<file path="src/rtl/arb_pkg.sv">
// arb_pkg: shared state, owner and latched-request types for the memory arbiter
package arb_pkg;
    localparam int ARB_ADDR_W = 32;
    localparam int ARB_DATA_W = 32;
    localparam int ARB_CNT_W  = 4;
    typedef enum logic {ARB_IDLE, ARB_WAIT} arb_state_t;
    typedef enum logic {OWN_IF, OWN_D} arb_owner_t;
    typedef struct packed {
        logic [ARB_ADDR_W-1:0] addr;
        logic [ARB_DATA_W-1:0] wdata;
        logic                  we;
    } arb_req_t;
endpackage

</file>
<file path="src/rtl/starve_counter.sv">
// starve_counter: saturating count of consecutive conflicts lost by fetch
module starve_counter
    import arb_pkg::*;
#(
    parameter int LIMIT = 3
) (
    input  logic clk,
    input  logic rst,
    input  logic inc_i,
    input  logic clr_i,
    output logic at_limit_o
);
    logic [ARB_CNT_W-1:0] cnt_q, cnt_d;

    assign at_limit_o = cnt_q == ARB_CNT_W'(LIMIT);

    // clear has priority; increment stops once the limit is reached
    always_comb cnt_d = clr_i ? '0 : (inc_i && !at_limit_o) ? cnt_q + 1'b1 : cnt_q;

    // count register
    always_ff @(posedge clk or posedge rst)
        if (rst) cnt_q <= '0;
        else     cnt_q <= cnt_d;
endmodule

</file>
<file path="src/rtl/mem_arbiter.sv">
// mem_arbiter: shares one single-port memory between fetch and data requesters
module mem_arbiter
    import arb_pkg::*;
#(
    parameter int ADDR_W       = 32,
    parameter int DATA_W       = 32,
    parameter int MEM_LATENCY  = 1,
    parameter int STARVE_LIMIT = 3
) (
    input  logic              clk,
    input  logic              rst,
    input  logic              if_req,
    input  logic [ADDR_W-1:0] if_addr,
    output logic              if_gnt,
    output logic              if_rvalid,
    output logic [DATA_W-1:0] if_rdata,
    input  logic              d_req,
    input  logic              d_we,
    input  logic [ADDR_W-1:0] d_addr,
    input  logic [DATA_W-1:0] d_wdata,
    output logic              d_gnt,
    output logic              d_rvalid,
    output logic [DATA_W-1:0] d_rdata,
    output logic              mem_en,
    output logic              mem_rw,
    output logic [ADDR_W-1:0] mem_addr,
    output logic [DATA_W-1:0] mem_wdata,
    input  logic [DATA_W-1:0] mem_rdata,
    output logic              busy
);
    arb_state_t           state_q, state_d;
    arb_owner_t           owner_q, owner_d;
    arb_req_t             req_q, req_d;
    logic [ARB_CNT_W-1:0] cnt_q, cnt_d;
    logic                 if_rvalid_q, if_rvalid_d, d_rvalid_q, d_rvalid_d;
    logic [DATA_W-1:0]    if_rdata_q, if_rdata_d, d_rdata_q, d_rdata_d;
    logic                 idle, done, if_win, at_limit;

    assign idle   = state_q == ARB_IDLE;
    assign done   = !idle && cnt_q == ARB_CNT_W'(1);
    assign if_win = if_req && (!d_req || at_limit);
    assign if_gnt = idle && if_win;
    assign d_gnt  = idle && d_req && !if_win;
    assign busy   = !idle;

    assign mem_en    = busy;
    assign mem_rw    = busy && req_q.we;
    assign mem_addr  = busy ? ADDR_W'(req_q.addr) : '0;
    assign mem_wdata = busy ? DATA_W'(req_q.wdata) : '0;

    assign if_rvalid = if_rvalid_q;
    assign if_rdata  = if_rdata_q;
    assign d_rvalid  = d_rvalid_q;
    assign d_rdata   = d_rdata_q;

    starve_counter #(.LIMIT(STARVE_LIMIT)) u_starve (
        .clk       (clk),
        .rst       (rst),
        .inc_i     (d_gnt && if_req),
        .clr_i     (if_gnt),
        .at_limit_o(at_limit)
    );

    // grant and latch in IDLE; count down the hold and return the response in WAIT
    always_comb begin
        state_d     = state_q;
        owner_d     = owner_q;
        req_d       = req_q;
        cnt_d       = cnt_q;
        if_rvalid_d = 1'b0;
        d_rvalid_d  = 1'b0;
        if_rdata_d  = if_rdata_q;
        d_rdata_d   = d_rdata_q;
        if (idle) begin
            if (if_gnt || d_gnt) begin
                state_d     = ARB_WAIT;
                owner_d     = if_gnt ? OWN_IF : OWN_D;
                req_d.addr  = ARB_ADDR_W'(if_gnt ? if_addr : d_addr);
                req_d.wdata = if_gnt ? '0 : ARB_DATA_W'(d_wdata);
                req_d.we    = d_gnt && d_we;
                cnt_d       = ARB_CNT_W'(MEM_LATENCY);
            end
        end else begin
            cnt_d = cnt_q - 1'b1;
            if (done) begin
                state_d     = ARB_IDLE;
                if_rvalid_d = owner_q == OWN_IF;
                d_rvalid_d  = owner_q == OWN_D;
                if_rdata_d  = owner_q == OWN_IF ? mem_rdata : if_rdata_q;
                d_rdata_d   = owner_q == OWN_D ? (req_q.we ? '0 : mem_rdata) : d_rdata_q;
            end
        end
    end

    // state, latched request and response registers; reset aborts any access
    always_ff @(posedge clk or posedge rst)
        if (rst) begin
            state_q     <= ARB_IDLE;
            owner_q     <= OWN_IF;
            req_q       <= '0;
            cnt_q       <= '0;
            if_rvalid_q <= 1'b0;
            d_rvalid_q  <= 1'b0;
            if_rdata_q  <= '0;
            d_rdata_q   <= '0;
        end else begin
            state_q     <= state_d;
            owner_q     <= owner_d;
            req_q       <= req_d;
            cnt_q       <= cnt_d;
            if_rvalid_q <= if_rvalid_d;
            d_rvalid_q  <= d_rvalid_d;
            if_rdata_q  <= if_rdata_d;
            d_rdata_q   <= d_rdata_d;
        end
endmodule
</file>
<file path="config.mk">
export PLATFORM = sky130hd
export DESIGN_NAME = mem_arbiter
export DESIGN_NICKNAME = d
export VERILOG_FILES = /design/src/rtl/arb_pkg.sv /design/src/rtl/starve_counter.sv /design/src/rtl/mem_arbiter.sv
export SDC_FILE = /design/constraint.sdc
export NUM_CORES = 1
export LEC_CHECK = 0
export BUFFER_PORTS_ARGS = -buffer_cell sky130_fd_sc_hd__clkbuf_2
export CAP_MARGIN = 5
export CORE_ASPECT_RATIO = 0.8
export CORE_MARGIN = 3
export CORE_UTILIZATION = 44
export DETAILED_ROUTE_END_ITERATION = 8
export GPL_ROUTABILITY_DRIVEN = 0
export HOLD_SLACK_MARGIN = 0.06
export PLACE_DENSITY = 0.77
export SKIP_CTS_REPAIR_TIMING = 1
export SYNTH_ARGS = -nofsm -noshare
export SYNTH_HDL_FRONTEND = slang
export SYNTH_HIERARCHICAL = 1
export SYNTH_SLANG_ARGS = --single-unit
export TNS_END_PERCENT = 50
</file>
<file path="constraint.sdc">
create_clock -name clk -period 4.1 [get_ports clk]
set_input_delay 0.205 -clock clk [delete_from_list [all_inputs] [get_ports clk]]
set_output_delay 0.205 -clock clk [all_outputs]
set_load 0.01 [all_outputs]
</file>
==> results.cfg, run 1 <==
[clock_network]
clk_latency_ns = 0.41
clockRootBuffer = clkbuf_16
tritoncts = built
cts_buffers = 17
htreeDepth = 4
clk_pin_slew_ns = 0.06
cts.sink_count = 141
cts_max_path_buffers = 2

[finish]
layout.nets = 1013
fin_cells = 1076
syn_to_final_growth_pct = 41.5
drive_gt1_share_pct = 43.0
nFillCells = 1111
fin_util_pct = 64.6

[logic_synthesis]
synthesis.nets = 685
synth_area_leaders = dfrtp_1, mux2_4, and2_1
yosys.area.top_type = dfrtp_1
synthCells = 549
synthFlopType = dfrtp_1
async_reset_ff_share_pct = 100
syn_area_per_cell_um2 = 12.1
synth_seq_cells = 141
ys_types = 42
yosysWarnings = 6
synth_top_area_share_pct = 53.2
seq_area_frac_synth_pct = 53.2
synth_edf_count = 0
syn_area_um2 = 6640

[critical_path]
crit_family = simple AND/OR/NAND/NOR gates
crit_arrival_ns = 2.49
cp-end-kind = output port
cp_slowest_cell = nor2_2
critPathLaunchType = flop
worst-path-buf-inv = 2
r2r_start = busy
path_cells = ha_1 > nor3b_4 > buf_4 > nor2b_1 > nor2_2 > clkbuf_2
r2r_end = req_q[56]
cpPeakStageDelay_ns = 0.54
path_class = flop to output port
r2r_slack_ns = 1.42
cp_max_fo = 29
reg2reg_depth = 5
required_ns = 3.89

[timing]
clock_skew_ns = 0.0136
finalSetupTns_ns = 0
finalHoldViolations = 0
slew_violations = 0
period_needed_ns = 2.70
finalCritPeriodShare_pct = 65.8
fmax_mhz = 371
setup_violations = 0
relSlewSlack_pct = 20.7
tightest_slew_ns = 1.19
rsz0062_at_grt = false
whs_ns = 0.0448

[pwr]
p_sw_share_pct = 36.0
net-switching-power_w = 0.00251
seq_power_share_pct = 35.8
powerDensity_nw_per_um2 = 743
p_comb_share_pct = 42.2
intPower_w = 0.00447
clkPwrFrac_pct = 22.0
leakage_nw = 4.58
ir_drop_mv = 0.474

[worst_hold_path]
hold_start = d_addr[7]
hold_path_depth = 3
min_path_type = primary input to flop
whs_endpoint = req_q[40]

[die]
die_x_um = 143
die_area_um2 = 16600
die_h_um = 116
core_um2 = 14500
start_util_pct = 45.6
ios = 268
rows = 39

[route]
vias = 5715
routed_wl_um = 19500
drc = 0
wire_per_inst_um = 18.1
ant_nets = 0
routed_via_density = 5.31
drt_iter0_drc = 349
firstDrtPassIters = 5

[grt]
antenna_found_initial = 0
track_usage_pct = 20.9
grt_pass1_wl_um = 27400
grt_pass1_vias = 5280
grt_overflow = 0
grt_max_degree = 111

[placed_design]
dp_hpwl_um = 11700
placed_cells = 959
numPortBuffers = 267

[job]
cap_violations = 0

[run_status]
outcome = completed
==> Yosys cell counts, types with 10 or more instances <==
cell       count
dfrtp_1      141
and2_1        71
mux2_2        35
nor2b_1       34
a22o_1        33
mux2_4        30
nor2_1        29
a31oi_1       26
o2111ai_1     26
o21ai_0       23
clkbuf_1      19
buf_2         14
buf_4         10
==> power by group through the flow <==
stage	registers (W)	logic [W]	clock network, W
after detailed placement	0.00248	0.00282	0
after CTS	0.00248	0.00282	0.00157
after global placement	0.00248	0.00275	0
after floorplan	0.00249	0.00179	0
after global routing	0.00258	0.00321	0.00163
final	0.00250	0.00294	0.00153
==> routing by layer <==
layer	GRT usage [%]	up-vias	wire, µm	share of wire [%]
met1	28.4	2816	8110	42
met2	33.0	269	9750	50
met3	5.03	24	1320	6.8
met5	0	-	0	0
li1	-	2606	-	-
met4	7.34	0	287	1.5
==> worst min-delay path: stages <==
cell and delay, ns:
clkbuf_2 0.07, o21ai_0 0.06, a31oi_1 0.08
==> cells by family after synthesis <==
group | synth area share (%)
XOR/XNOR | 0.132
buffers and inverters | 5.28
adder cells (fa/ha/maj) | 0.566
AND/OR/NAND/NOR | 13.7
flip-flops | 53.2
multiplexers | 12.9
AO/OA/AOI/OAI | 14.3
==> worst max path at each step <==
stage | start | end | slack (ns) | cells after the start
after global routing | u_starve/cnt_q[0] | if_gnt | 1.17 | 6
after detailed placement | busy | if_rdata[29] | 1.48 | 4
final | u_starve/cnt_q[0] | if_gnt | 1.40 | 6
after floorplan | rst | busy | 0.23 | 1
after CTS | u_starve/cnt_q[0] | if_gnt | 1.33 | 6
after global placement | busy | if_rdata[30] | 1.53 | 4
==> stage by stage <==
step / setup WS (ns) / power [W] / area (µm²)
final: 1.40 / 0.00698 / 9390
after global placement: 1.53 / 0.00523 / 7970
after detailed placement: 1.48 / 0.00530 / 7970
after floorplan: 0.227 / 0.00429 / 6640
after global routing: 1.17 / 0.00742 / 9390
after CTS: 1.33 / 0.00687 / 8560
==> area by class of cell <==
cell class / count / area [µm²] / area share [%]
diodes: 2 / 5.00 / 0.0533
clock buffers: 20 / 457 / 4.86
clock inverters: 12 / 134 / 1.43
inverters: 7 / 31.3 / 0.333
multi-input cells: 351 / 2770 / 29.5
flip-flops and latches: 141 / 3530 / 37.6
well taps: 184 / 230 / 2.45
repair buffers: 359 / 2230 / 23.8
==> sequential cells by signal, indices dropped and copies added, names as in the netlist <==
signal          cells
d_rdata            32
cnt_q               4
if_rvalid           1
busy                1
u_starve/cnt_q      4
d_rvalid            1
owner_q             1
if_rdata           32
req_q              65
==> layout by cell type, fill, tap and decap left out, types with 3 or more instances in the layout <==
cell type / Yosys / final
ha_1: 3 / 3
nor2_1: 29 / 29
and2_1: 71 / 71
mux2_2: 35 / 35
nand2_1: 4 / 4
mux2_4: 30 / 30
dlygate4sd3_1: 0 / 83
a221o_1: 6 / 6
clkbuf_16: 0 / 17
clkinv_2: 0 / 3
inv_1: 6 / 5
a31oi_1: 26 / 26
buf_4: 10 / 9
a22o_1: 33 / 33
inv_6: 0 / 4
o21ai_1: 5 / 5
o21ai_0: 23 / 23
nand2b_1: 3 / 3
clkbuf_2: 0 / 267
nor2b_1: 34 / 34
o2111ai_1: 26 / 26
dfrtp_1: 141 / 140
a21oi_1: 4 / 4
Note: power is estimated with default switching activity, not from simulation.
==> inputs of run 2 (changes only) <==
--- a/config.mk
+++ b/config.mk
@@ -5,15 +5,16 @@
 export SDC_FILE = /design/constraint.sdc
 export NUM_CORES = 1
 export LEC_CHECK = 0
+export ABC_AREA = 1
 export BUFFER_PORTS_ARGS = -buffer_cell sky130_fd_sc_hd__clkbuf_2
 export CAP_MARGIN = 5
 export CORE_ASPECT_RATIO = 0.8
 export CORE_MARGIN = 3
-export CORE_UTILIZATION = 44
+export CORE_UTILIZATION = 45
 export DETAILED_ROUTE_END_ITERATION = 8
 export GPL_ROUTABILITY_DRIVEN = 0
 export HOLD_SLACK_MARGIN = 0.06
-export PLACE_DENSITY = 0.77
+export PLACE_DENSITY = 0.75
 export SKIP_CTS_REPAIR_TIMING = 1
 export SYNTH_ARGS = -nofsm -noshare
 export SYNTH_HDL_FRONTEND = slang
==> constraint.sdc (replaced) <==
create_clock -name clk -period 2.8 [get_ports clk]
set_input_delay 0.14 -clock clk [delete_from_list [all_inputs] [get_ports clk]]
set_output_delay 0.14 -clock clk [all_outputs]
set_load 0.01 [all_outputs]
==> results.cfg, run 2 <==
[critical_path]
critPathLaunchType = flop
cp_max_fo = 41
reg2reg_depth = 7
r2r_slack_ns = 0.37
crit_arrival_ns = 2.77
path_class = flop to flop
r2r_end = req_q[56]
r2r_start = busy
required_ns = 3.14
cp-end-kind = flop

[logic_synthesis]
syn_area_per_cell_um2 = 7.21
synth_edf_count = 0
yosysWarnings = 6
synth_top_area_share_pct = 51.4
syn_area_um2 = 6870
seq_area_frac_synth_pct = 51.4
ys_types = 23
synthesis.nets = 1088
synth_seq_cells = 141
yosys.area.top_type = dfrtp_1
synth.most_common_cell = nand2_1
synth_area_leaders = dfrtp_1, nand2_1, inv_1
synthFlopType = dfrtp_1
async_reset_ff_share_pct = 100
synth_common_cells = nand2_1, inv_1, dfrtp_1
synthCells = 952

[die]
ios = 268
die_h_um = 116
die_area_um2 = 16800
rows = 39
start_util_pct = 47.1
die_x_um = 144
core_um2 = 14600

[route]
vias = 6943
routed_via_density = 4.69
wire_per_inst_um = 13.6
routed_wl_um = 20200
drc = 0
ant_nets = 0
drt_iter0_drc = 438
firstDrtPassIters = 5

[timing]
finalCritPeriodShare_pct = 86.7
finalHoldViolations = 0
period_needed_ns = 2.43
relSlewSlack_pct = 18.0
clock_skew_ns = 0.0104
finalSetupTns_ns = 0
tightest_slew_ns = 1.23
setup_violations = 0
whs_ns = 0.0360
fmax_mhz = 412
rsz0062_at_grt = false
slew_violations = 0

[finish]
layout_commonest_cell = nand2_1
final_cell_mix = nand2_1, clkbuf_2, inv_1
largest_reg_flops = 65
drive_gt1_share_pct = 24.9
fin_util_pct = 67.4
layout.nets = 1417
top_register = req_q
syn_to_final_growth_pct = 43.2
nFillCells = 1247

[pwr]
p_comb_share_pct = 39.3
power.total_w = 0.0106
clkPwrFrac_pct = 25.9
powerDensity_nw_per_um2 = 1070
p_sw_share_pct = 38.7
leakage_nw = 6.22
seq_power_share_pct = 34.8
net-switching-power_w = 0.00409
ir_drop_mv = 0.579
intPower_w = 0.00648

[grt]
grt_pass1_vias = 6034
use_met1_pct = 30.9
grt_busiest_layer = met2
met2_usage_pct = 34.6
track_usage_pct = 22.2
grt_pass1_wl_um = 29500
grt_overflow = 0
grt_max_degree = 81
grt_use_met3_pct = 4.58
antenna_found_initial = 1

[clock_network]
tritoncts = built
cts_max_path_buffers = 2
htreeDepth = 4
cts.sink_count = 141
clockRootBuffer = clkbuf_16
cts_buffers = 17
clk_latency_ns = 0.42
clk_pin_slew_ns = 0.06

[placed_design]
dp_hpwl_um = 12500
numPortBuffers = 267

[worst_hold_path]
hold_path_depth = 5
whs_endpoint = req_q[48]
hold_start = d_addr[15]
min_path_type = primary input to flop

[run_status]
outcome = completed

[job]
cap_violations = 0
## run 2: how the worst max path moves through the flow
| stage | cells after the start | from | end | slack (ns) |
|---|---|---|---|---|
| after floorplan | 15 | u_starve/cnt_q[0] | u_starve/cnt_q[3] | 0.72 |
| after global placement | 5 | busy | d_gnt | 0.88 |
| after detailed placement | 5 | busy | d_gnt | 0.86 |
| after CTS | 5 | busy | d_gnt | 0.42 |
| after global routing | 7 | busy | req_q[56] | 0.20 |
| final | 7 | busy | req_q[56] | 0.37 |
## run 2: cell families after synthesis
kind of cell             share of synthesized area (%)
buffers and inverters                             12.8
adder cells (fa/ha/maj)                          0.547
flip-flops                                        51.4
AO/OA/AOI/OAI                                    0.838
AND/OR/NAND/NOR                                   34.4
## run 2: power groups by stage
stage | clock network, W | logic [W] | registers (W)
2_1_floorplan | 0 | 0.00234 | 0.00371
3_3_place_gp | 0 | 0.00388 | 0.00366
3_5_place_dp | 0 | 0.00399 | 0.00366
4_1_cts | 0.00278 | 0.00400 | 0.00366
5_1_grt | 0.00286 | 0.00472 | 0.00379
6_report | 0.00273 | 0.00416 | 0.00368
## run 2: area by class of cell
class                           instances  area [µm²]  area share, %
Timing Repair Buffer                  360        2260           23.0
Inverter                              165         626           6.36
Tap cell                              184         230           2.34
Antenna cell                            1        2.50         0.0255
Multi-Input combinational cell        596        2470           25.1
Clock inverter                         13         283           2.88
Sequential cell                       141        3530           35.9
Clock buffer                           19         433           4.40
## run 2: stage by stage
stage	area, µm²	setup WS, ns	cells
final	9830	0.374	1479
after CTS	9020	0.417	1397
after detailed placement	8300	0.865	1365
after global routing	9830	0.202	1479
after floorplan	6870	0.715	952
after global placement	8300	0.875	1365
## run 2: critical path, stage by stage, from the launching register on
cell           delay, ns
dfrtp_2             0.42
inv_4               0.28
nand2_2             0.27
a21oi_4             0.19
buf_4               0.41
nand2_1             0.11
nand3_1             0.11
dlygate4sd3_1       0.56
## run 2: layer usage
layer | part of all wire (%) | routed length, µm
met1 | 43 | 8660
met2 | 48 | 9760
met4 | 1.9 | 384
met5 | 0 | 0
met3 | 6.8 | 1360
==> inputs of run 3 (changes only) <==
--- a/config.mk
+++ b/config.mk
@@ -10,11 +10,11 @@
 export CAP_MARGIN = 5
 export CORE_ASPECT_RATIO = 0.8
 export CORE_MARGIN = 3
-export CORE_UTILIZATION = 45
+export CORE_UTILIZATION = 49
 export DETAILED_ROUTE_END_ITERATION = 8
 export GPL_ROUTABILITY_DRIVEN = 0
 export HOLD_SLACK_MARGIN = 0.06
-export PLACE_DENSITY = 0.75
+export PLACE_DENSITY = 0.8
 export SKIP_CTS_REPAIR_TIMING = 1
 export SYNTH_ARGS = -nofsm -noshare
 export SYNTH_HDL_FRONTEND = slang
==> results.cfg, run 3 (synthesized netlist as in run 2, its figures left out) <==
[die]
die_h_um = 112
rows = 38
die_area_um2 = 15500
core_um2 = 13600
ios = 268
die_x_um = 138
start_util_pct = 50.3

[critical_path]
critPathLaunchType = flop
cp_max_fo = 13
setup.worst_path.start = u_starve/cnt_q[0]
worst-path-buf-inv = 4
path_cells = ha_1 > nand2_1 > inv_1 > inv_1 > nand2_1 > nand3_2 > inv_1 > nand2_1 > nand3_1 > dlygate4sd3_1
path_class = flop to flop
crit_family = buffers and inverters
crit_arrival_ns = 2.89
cp-end-kind = flop
r2r_slack_ns = 0.27
r2r_start = u_starve/cnt_q[0]
cp_slowest_cell = dlygate4sd3_1
cpPeakStageDelay_ns = 0.54
required_ns = 3.15

[clock_network]
tritoncts = built
cts_buffers = 17
cts.sink_count = 141
cts_max_path_buffers = 2
clk_pin_slew_ns = 0.06
clk_latency_ns = 0.42
clockRootBuffer = clkbuf_16
htreeDepth = 4

[timing]
finalHoldViolations = 0
relSlewSlack_pct = 35.0
rsz0062_at_grt = false
fmax_mhz = 395
slew_violations = 0
finalSetupTns_ns = 0
period_needed_ns = 2.53
finalCritPeriodShare_pct = 90.4
tightest_slew_ns = 0.972
clock_skew_ns = 0.0101
whs_ns = 0.0216
setup_violations = 0

[placed_design]
dpl_cell_area_um2 = 8310
numPortBuffers = 267
dp_hpwl_um = 12900
placed_cells = 1362

[finish]
diodes = 0
largest_reg_flops = 65
drive_gt1_share_pct = 24.8
fin_cells = 1477
ff_latch_area_um2 = 3530
layout.nets = 1420
postLayoutCellArea_um2 = 9750
final_cell_mix = nand2_1, clkbuf_2, inv_1
layout_commonest_cell = nand2_1
multiInputGateArea_um2 = 2470
top_register = req_q
nFillCells = 1030
syn_to_final_growth_pct = 42.0

[job]
cap_violations = 0

[route]
routed_wl_um = 20700
ant_nets = 0
firstDrtPassIters = 5
routed_via_density = 4.87
wire_per_inst_um = 14.0
drc = 0
vias = 7191
drt_iter0_drc = 461

[grt]
grt_pass1_wl_um = 31400
grt_overflow = 0
antenna_found_initial = 0
track_usage_pct = 24.9
grt_max_degree = 70
grt_pass1_vias = 6389

[worst_hold_path]
min_path_type = primary input to flop
hold_start = d_addr[25]

[pwr]
leakage_nw = 6.20
powerDensity_nw_per_um2 = 1050
ir_drop_mv = 0.582

[run_status]
outcome = completed
-- run 3: cell types whose count changed in the layout (fill, tap and decap cells not counted), sizes merged --
cell / before / now
buf: 12 / 13
bufinv: 8 / 4
clkbuf: 286 / 288
clkinv: 1 / 7
clkinvlp: 2 / 1
diode: 1 / 0
dlygate4sd3: 81 / 83
inv: 167 / 164
-- run 3: worst reg2reg max path, delay by kind of cell, from the launching register on --
kind | cells | cell delay, ns
fa+ha+maj | 1 | 0.27
buf+inv | 4 | 1.02
flops | 1 | 0.42
simple gates | 5 | 0.77
-- run 3: layout make-up --
cell class	count	area share, %
clock buffer	21	4.62
timing repair buffer	363	23.5
sequential	141	36.2
multi-input combinational	596	25.3
clock inverter	11	1.71
inverter	165	6.41
tap	180	2.31
-- run 3: final timing paths --
kind,endpoint,cells after the start
max,req_q[63],10
min,req_q[58],5
min reg2reg,d_rdata[27],2
min in group asynchronous,u_starve/cnt_q[1],3
max reg2reg,req_q[63],10
max in group asynchronous,busy,4
-- run 3: per-layer routing --
layer  routed length, µm  GRT usage [%]
met1                8560           34.0
met2               10100           39.0
met3                1630           6.05
met4                 393           8.95
met5                   0              0
-- run 3: through the flow --
step	total power, W	setup slack [ns]	util (%)
finish	0.0102	0.268	71.5
global route	0.0110	0.0869	71.5
CTS	0.0101	0.357	65.4
detailed placement	0.00767	0.724	60.9
global placement	0.00753	0.833	60.9
floorplan	0.00606	0.715	-
-- run 3: report_power, final --
group / internal (W) / total (W) / switching, W
logic: 0.00159 / 0.00421 / 0.00263
registers: 0.00302 / 0.00368 / 0.000651
clock network: 0.00151 / 0.00236 / 0.000848
